File: src/rtl/dep_scoreboard_if.sv
// Handshake bundle between the ID stage and the dependence scoreboard:
// decoded-instruction inputs in, stall/forwarding controls out.
interface dep_scoreboard_if #(
    parameter int IW = 16,
    parameter int RW = 4
);
    logic [IW-1:0] id_instr;
    logic          id_valid;
    logic          flush;
    logic          stall;
    logic [1:0]    fwd_a;
    logic [1:0]    fwd_b;
    logic [RW-1:0] ex_src_a;
    logic [RW-1:0] ex_src_b;

    modport master (
        output id_instr, id_valid, flush,
        input  stall, fwd_a, fwd_b, ex_src_a, ex_src_b
    );

    modport slave (
        input  id_instr, id_valid, flush,
        output stall, fwd_a, fwd_b, ex_src_a, ex_src_b
    );
endinterface

File: src/rtl/dep_scoreboard.sv
// Data-dependence controller for the 5-stage pipeline: tracks EX/MEM/WB
// destinations, stalls on load-use, and selects operand forwarding for EX.
module dep_scoreboard #(
    parameter int NREG = 16,
    parameter int IW   = 16
) (
    input  logic             clk,
    input  logic             rst,
    dep_scoreboard_if.slave  bus
);
    localparam int RW = $clog2(NREG);

    typedef struct packed {
        logic          valid;
        logic [RW-1:0] dest;
        logic          wr;
        logic          isLoad;
        logic [RW-1:0] srcA;
        logic [RW-1:0] srcB;
    } slot_t;

    slot_t ex_q, mem_q, wb_q;
    slot_t ex_d;
    slot_t idDec;

    logic [3:0]    op;
    logic [RW-1:0] rdF, rsF, rtF;
    logic          loadUse;
    logic          stallInt;

    assign op  = bus.id_instr[15:12];
    assign rdF = bus.id_instr[8 +: RW];
    assign rsF = bus.id_instr[4 +: RW];
    assign rtF = bus.id_instr[0 +: RW];

    // Unused source fields stay zero so they can never match a real writer.
    always_comb begin
        idDec       = '0;
        idDec.valid = 1'b1;
        casez (op)
            4'b0???: begin
                idDec.srcA = rsF;
                idDec.srcB = rtF;
                idDec.dest = rdF;
                idDec.wr   = 1'b1;
            end
            4'b1000: begin
                idDec.srcA   = rsF;
                idDec.dest   = rdF;
                idDec.wr     = 1'b1;
                idDec.isLoad = 1'b1;
            end
            4'b1001: begin
                idDec.srcA = rsF;
                idDec.srcB = rdF;
            end
            4'b1010: begin
                idDec.srcA = rdF;
                idDec.dest = rdF;
                idDec.wr   = 1'b1;
            end
            4'b1011: begin
                idDec.dest = rdF;
                idDec.wr   = 1'b1;
            end
            4'b1101: begin
                idDec.dest = '1;
                idDec.wr   = 1'b1;
            end
            4'b1110: begin
                idDec.srcA = '1;
            end
            default: ;
        endcase
    end

    always_comb begin
        loadUse = ex_q.valid && ex_q.isLoad && (ex_q.dest != '0) &&
                  ((ex_q.dest == idDec.srcA) || (ex_q.dest == idDec.srcB));
        stallInt = bus.id_valid && !bus.flush && loadUse;
        ex_d = '0;
        if (bus.id_valid && !bus.flush && !stallInt) begin
            ex_d = idDec;
        end
    end

    always_ff @(posedge clk) begin
        if (rst) begin
            ex_q  <= '0;
            mem_q <= '0;
            wb_q  <= '0;
        end else begin
            ex_q  <= ex_d;
            mem_q <= ex_q;
            wb_q  <= mem_q;
        end
    end

    // Nearest writer wins: MEM result is younger than WB result.
    function automatic logic [1:0] fwdSel(input slot_t ex, input slot_t mem,
                                          input slot_t wb, input logic [RW-1:0] src);
        fwdSel = 2'b00;
        if (ex.valid) begin
            if (mem.valid && mem.wr && (mem.dest != '0) && (mem.dest == src)) begin
                fwdSel = 2'b01;
            end else if (wb.valid && wb.wr && (wb.dest != '0) && (wb.dest == src)) begin
                fwdSel = 2'b10;
            end
        end
    endfunction

    assign bus.stall    = stallInt;
    assign bus.fwd_a    = fwdSel(ex_q, mem_q, wb_q, ex_q.srcA);
    assign bus.fwd_b    = fwdSel(ex_q, mem_q, wb_q, ex_q.srcB);
    assign bus.ex_src_a = ex_q.srcA;
    assign bus.ex_src_b = ex_q.srcB;
endmodule

File: src/flat_wrapper.sv
// flat-port wrapper written by rule: the top's interface ports become plain ports
module dep_scoreboard_flat 
#(
    parameter int NREG = 16,
    parameter int IW   = 16
)
  (clk, rst, bus_id_instr, bus_id_valid, bus_flush, bus_stall, bus_fwd_a, bus_fwd_b, bus_ex_src_a, bus_ex_src_b);
  dep_scoreboard_if #(.IW(IW), .RW(4)) bus_i ();
  input  logic clk;
  input  logic rst;
  input wire logic [$bits(bus_i.id_instr)-1:0] bus_id_instr;
  input wire logic [$bits(bus_i.id_valid)-1:0] bus_id_valid;
  input wire logic [$bits(bus_i.flush)-1:0] bus_flush;
  output wire logic [$bits(bus_i.stall)-1:0] bus_stall;
  output wire logic [$bits(bus_i.fwd_a)-1:0] bus_fwd_a;
  output wire logic [$bits(bus_i.fwd_b)-1:0] bus_fwd_b;
  output wire logic [$bits(bus_i.ex_src_a)-1:0] bus_ex_src_a;
  output wire logic [$bits(bus_i.ex_src_b)-1:0] bus_ex_src_b;
  assign bus_i.id_instr = bus_id_instr;
  assign bus_i.id_valid = bus_id_valid;
  assign bus_i.flush = bus_flush;
  assign bus_stall = bus_i.stall;
  assign bus_fwd_a = bus_i.fwd_a;
  assign bus_fwd_b = bus_i.fwd_b;
  assign bus_ex_src_a = bus_i.ex_src_a;
  assign bus_ex_src_b = bus_i.ex_src_b;
  dep_scoreboard #(.NREG(NREG), .IW(IW)) u_core (.clk(clk), .rst(rst), .bus(bus_i));
endmodule
File: config.mk
export PLATFORM = sky130hd
export DESIGN_NAME = dep_scoreboard_flat
export DESIGN_NICKNAME = d
export VERILOG_FILES = /design/src/rtl/dep_scoreboard_if.sv /design/src/rtl/dep_scoreboard.sv /design/src/flat_wrapper.sv
export SDC_FILE = /design/constraint.sdc
export NUM_CORES = 1
export LEC_CHECK = 0
export BUFFER_PORTS_ARGS = -buffer_cell sky130_fd_sc_hd__buf_4
export CAP_MARGIN = 15
export CORE_ASPECT_RATIO = 1.2
export CORE_MARGIN = 8
export CORE_UTILIZATION = 58
export CTS_CLUSTER_DIAMETER = 80
export DETAILED_ROUTE_END_ITERATION = 6
export PLACE_DENSITY = 0.95
export SLEW_MARGIN = 20
export SYNTH_ARGS = -nofsm -noshare
export SYNTH_HDL_FRONTEND = slang
export SYNTH_SLANG_ARGS = --single-unit
export TNS_END_PERCENT = 30
File: constraint.sdc
create_clock -name clk -period 4 [get_ports clk]
set_clock_uncertainty 0.2 [all_clocks]
set_input_delay 0.8 -clock clk [delete_from_list [all_inputs] [get_ports clk]]
set_output_delay 0.8 -clock clk [all_outputs]
set_load 0.05 [all_outputs]
==> key figures <==
CTS
  – Total CTS buffers: 3
  – # H-tree levels: 1
  – Cts hold-fix bufs: 0
  – Clk_lat worst skew: 310 ps
  – CTS Root Cell: clkbuf_4
  – CTS Buffer Depth: 2
  – Post-CTS Repair Setup Buffers: 0
  – Post-CTS resize count: 0
  – Clk slew on worst S/H paths: 120 ps
  – CTS tree: built
  – Clock sink count: 27

STA
  – Worst-Margin Slew: 526 ps
  – Setup TNS: 0 ps
  – Tmin final: 3400 ps
  – Final setup fails: 0
  – RSZ-0062 raised after global routing: false
  – Fin crit share: 0.850
  – Max-slew headroom: 0.647
  – Slew Limit Fails: 0
  – Final Hold Viols: 0
  – Achievable Freq: 294 MHz

Floorplanning
  – # IOs: 33
  – # rows: 21
  – Core area: 2730 um2
  – Initial cell density of the core: 0.592
  – DIE WIDTH: 64.2 um
  – Full die area: 4740 um2
  – DIE HEIGHT: 73.9 um

Finish
  – Synthesis-to-finish area growth: 12.7%
  – Utilization after layout: 0.667
  – Layout fillers: 226
  – Final instance area: 1820 um2
  – Ant. Diodes: 0
  – Layout Cells excl Fill: 223
  – Most frequent cells in the layout: buf_4 (34), dfxtp_1 (27), xnor2_1 (18)
  – Commonest non-fill, non-tap cell in the layout: buf_4
  – Nets: 210
  – Share of cells above drive strength 1: 0.323

Routing
  – Wire length per cell: 15.9 um
  – Final WL: 3.56 mm
  – # DRC: 0
  – Vias/cell: 6.04
  – Total number of vias: 1346
  – Routed Antenna Nets: 0
  – TritonRoute pass-1 iters: 4
  – Drt first-iter violations: 55

Worst setup path
  – Crit Path Class: in2out
  – Worst Path Required: 3000 ps
  – CP arrival: 2400 ps
  – Crit-path max FO: 16
  – CP endpoint kind: primary output
  – Critical Path Source Type: primary input

Yosys
  – Sequential element share of the synthesized area: 0.334
  – Cell variety after synth: 47
  – Synth Flop Type: dfxtp_1
  – Syn Nets: 189
  – Synth area leaders: dfxtp_1 (33%), xnor2_1 (9.7%), a211oi_2 (7.0%), nor2b_1 (5.8%), buf_4 (4.6%)
  – Syn Inst Count: 169
  – Async set-reset flop share out of synthesis: 0
  – #FFs+latches synth: 27
  – Cell area after synthesis: 1620 um2
  – Mean area per synthesized cell: 9.57 um2
  – Synth area leader: dfxtp_1
  – Post-synth EDFFs: 0
  – Post-synth top area share: 0.334
  – Yosys warns: 0

Placed design
  – Port bufs: 32
  – DP Wirelength: 2.87 mm
  – Area after DPL: 1800 um2
  – Gp weighted congestion: 0.871
  – Inst Count DP: 219

Min path
  – Class of the worst hold path: reg2reg

Power
  – Pleak: 0.000662 uW
  – P per Cell Area: 272 nW/um2
  – Peak supply drop: 142 uV
  – Final Power: 496 uW

Status
  – Status: finished clean

Flow run
  – MaxCap Viol Count: 0

Global routing
  – Pin count of the biggest net entering global routing: 22
  – Antenna violations before repair: 0
  – Global-route wire length before repair: 5.69 mm
  – Overall Global Routing Usage: 0.148
  – Total global routing overflow: 0
  – Vias in the first global route: 1342
[worst paths after layout]
kind | start | to | slack, ps | cells past startpoint
setup reg to reg | u_core.ex_q[12] | u_core.ex_q[9] | 1940 | 6
hold reg to reg | u_core.ex_q[9] | u_core.mem_q[9] | 250 | 1
hold / removal | u_core.ex_q[9] | u_core.mem_q[9] | 250 | 1
setup / recovery | bus_id_instr[14] | bus_stall | 600 | 7
[layer usage]
layer | wire, um | vias to the layer above | GRT usage
li1 | - | 654 | -
met1 | 1390 | 630 | 0.132
met2 | 1880 | 54 | 0.295
met3 | 228 | 8 | 0.0427
met4 | 59 | 0 | 0.0655
met5 | 0 | - | 0
[area by class of cell]
cell class | count | area (um2) | area share
multi-input combinational | 124 | 958 | 0.526
timing repair buffer | 34 | 255 | 0.140
tap | 34 | 42.5 | 0.0233
clock buffer | 4 | 26.3 | 0.0144
sequential | 27 | 541 | 0.296
[synthesized netlist by cell type (2+ instances only)]
| cell type | count |
|---|---|
| nand2b_1 | 2 |
| a211oi_1 | 4 |
| or2_2 | 4 |
| nor2_1 | 4 |
| xnor2_1 | 18 |
| a221oi_1 | 5 |
| a31oi_2 | 2 |
| nand4_1 | 5 |
| and2_1 | 2 |
| and3_1 | 2 |
| nor3_1 | 2 |
| dfxtp_1 | 27 |
| a211oi_2 | 9 |
| a21oi_1 | 5 |
| o22ai_2 | 2 |
| buf_4 | 10 |
| a22oi_1 | 4 |
| or4_1 | 2 |
| nor2b_1 | 15 |
| nand2_1 | 6 |
| o21ai_0 | 5 |
| clkbuf_1 | 5 |
| and3b_1 | 2 |
| o22ai_1 | 4 |
[power by group]
part	leakage (uW)	switching (uW)	internal, uW
Clock	0.0000150	69.4	38.9
Sequential	0.000219	6.49	274
Combinational	0.000429	59.3	47.1
Total	0.000662	135	360
[sequential cells by signal, indices dropped and copies added, names as in the netlist]
signal	cells
u_core.bus.ex_src_a	4
u_core.bus.ex_src_b	4
u_core.ex_q	7
u_core.mem_q	6
u_core.wb_q	6
[kinds of logic (layout without fill, tap and decap cells)]
logic type	after synthesis	after routing	share of synthesized area
AND/OR/NAND/NOR	55	55	0.212
multiplexers	2	2	0.0131
XOR/XNOR	19	19	0.103
buffers and inverters	18	38	0.0735
flip-flops	27	27	0.334
AO/OA/AOI/OAI	48	48	0.264
[through the flow]
step | setup slack (ps) | hold WS (ps)
6_report | 602 | 254
5_1_grt | 493 | 273
4_1_cts | 617 | 256
3_5_place_dp | 617 | 226
3_3_place_gp | 676 | 224
2_1_floorplan | 674 | 214
[worst max-delay path, stage by stage]
cell and delay [ps]:
buf_4 160, nor3b_2 410, a31oi_2 180, xnor2_1 180, o32ai_4 280, and3b_1 190
buf_4 190
Note: power is estimated with default switching activity, not from simulation.
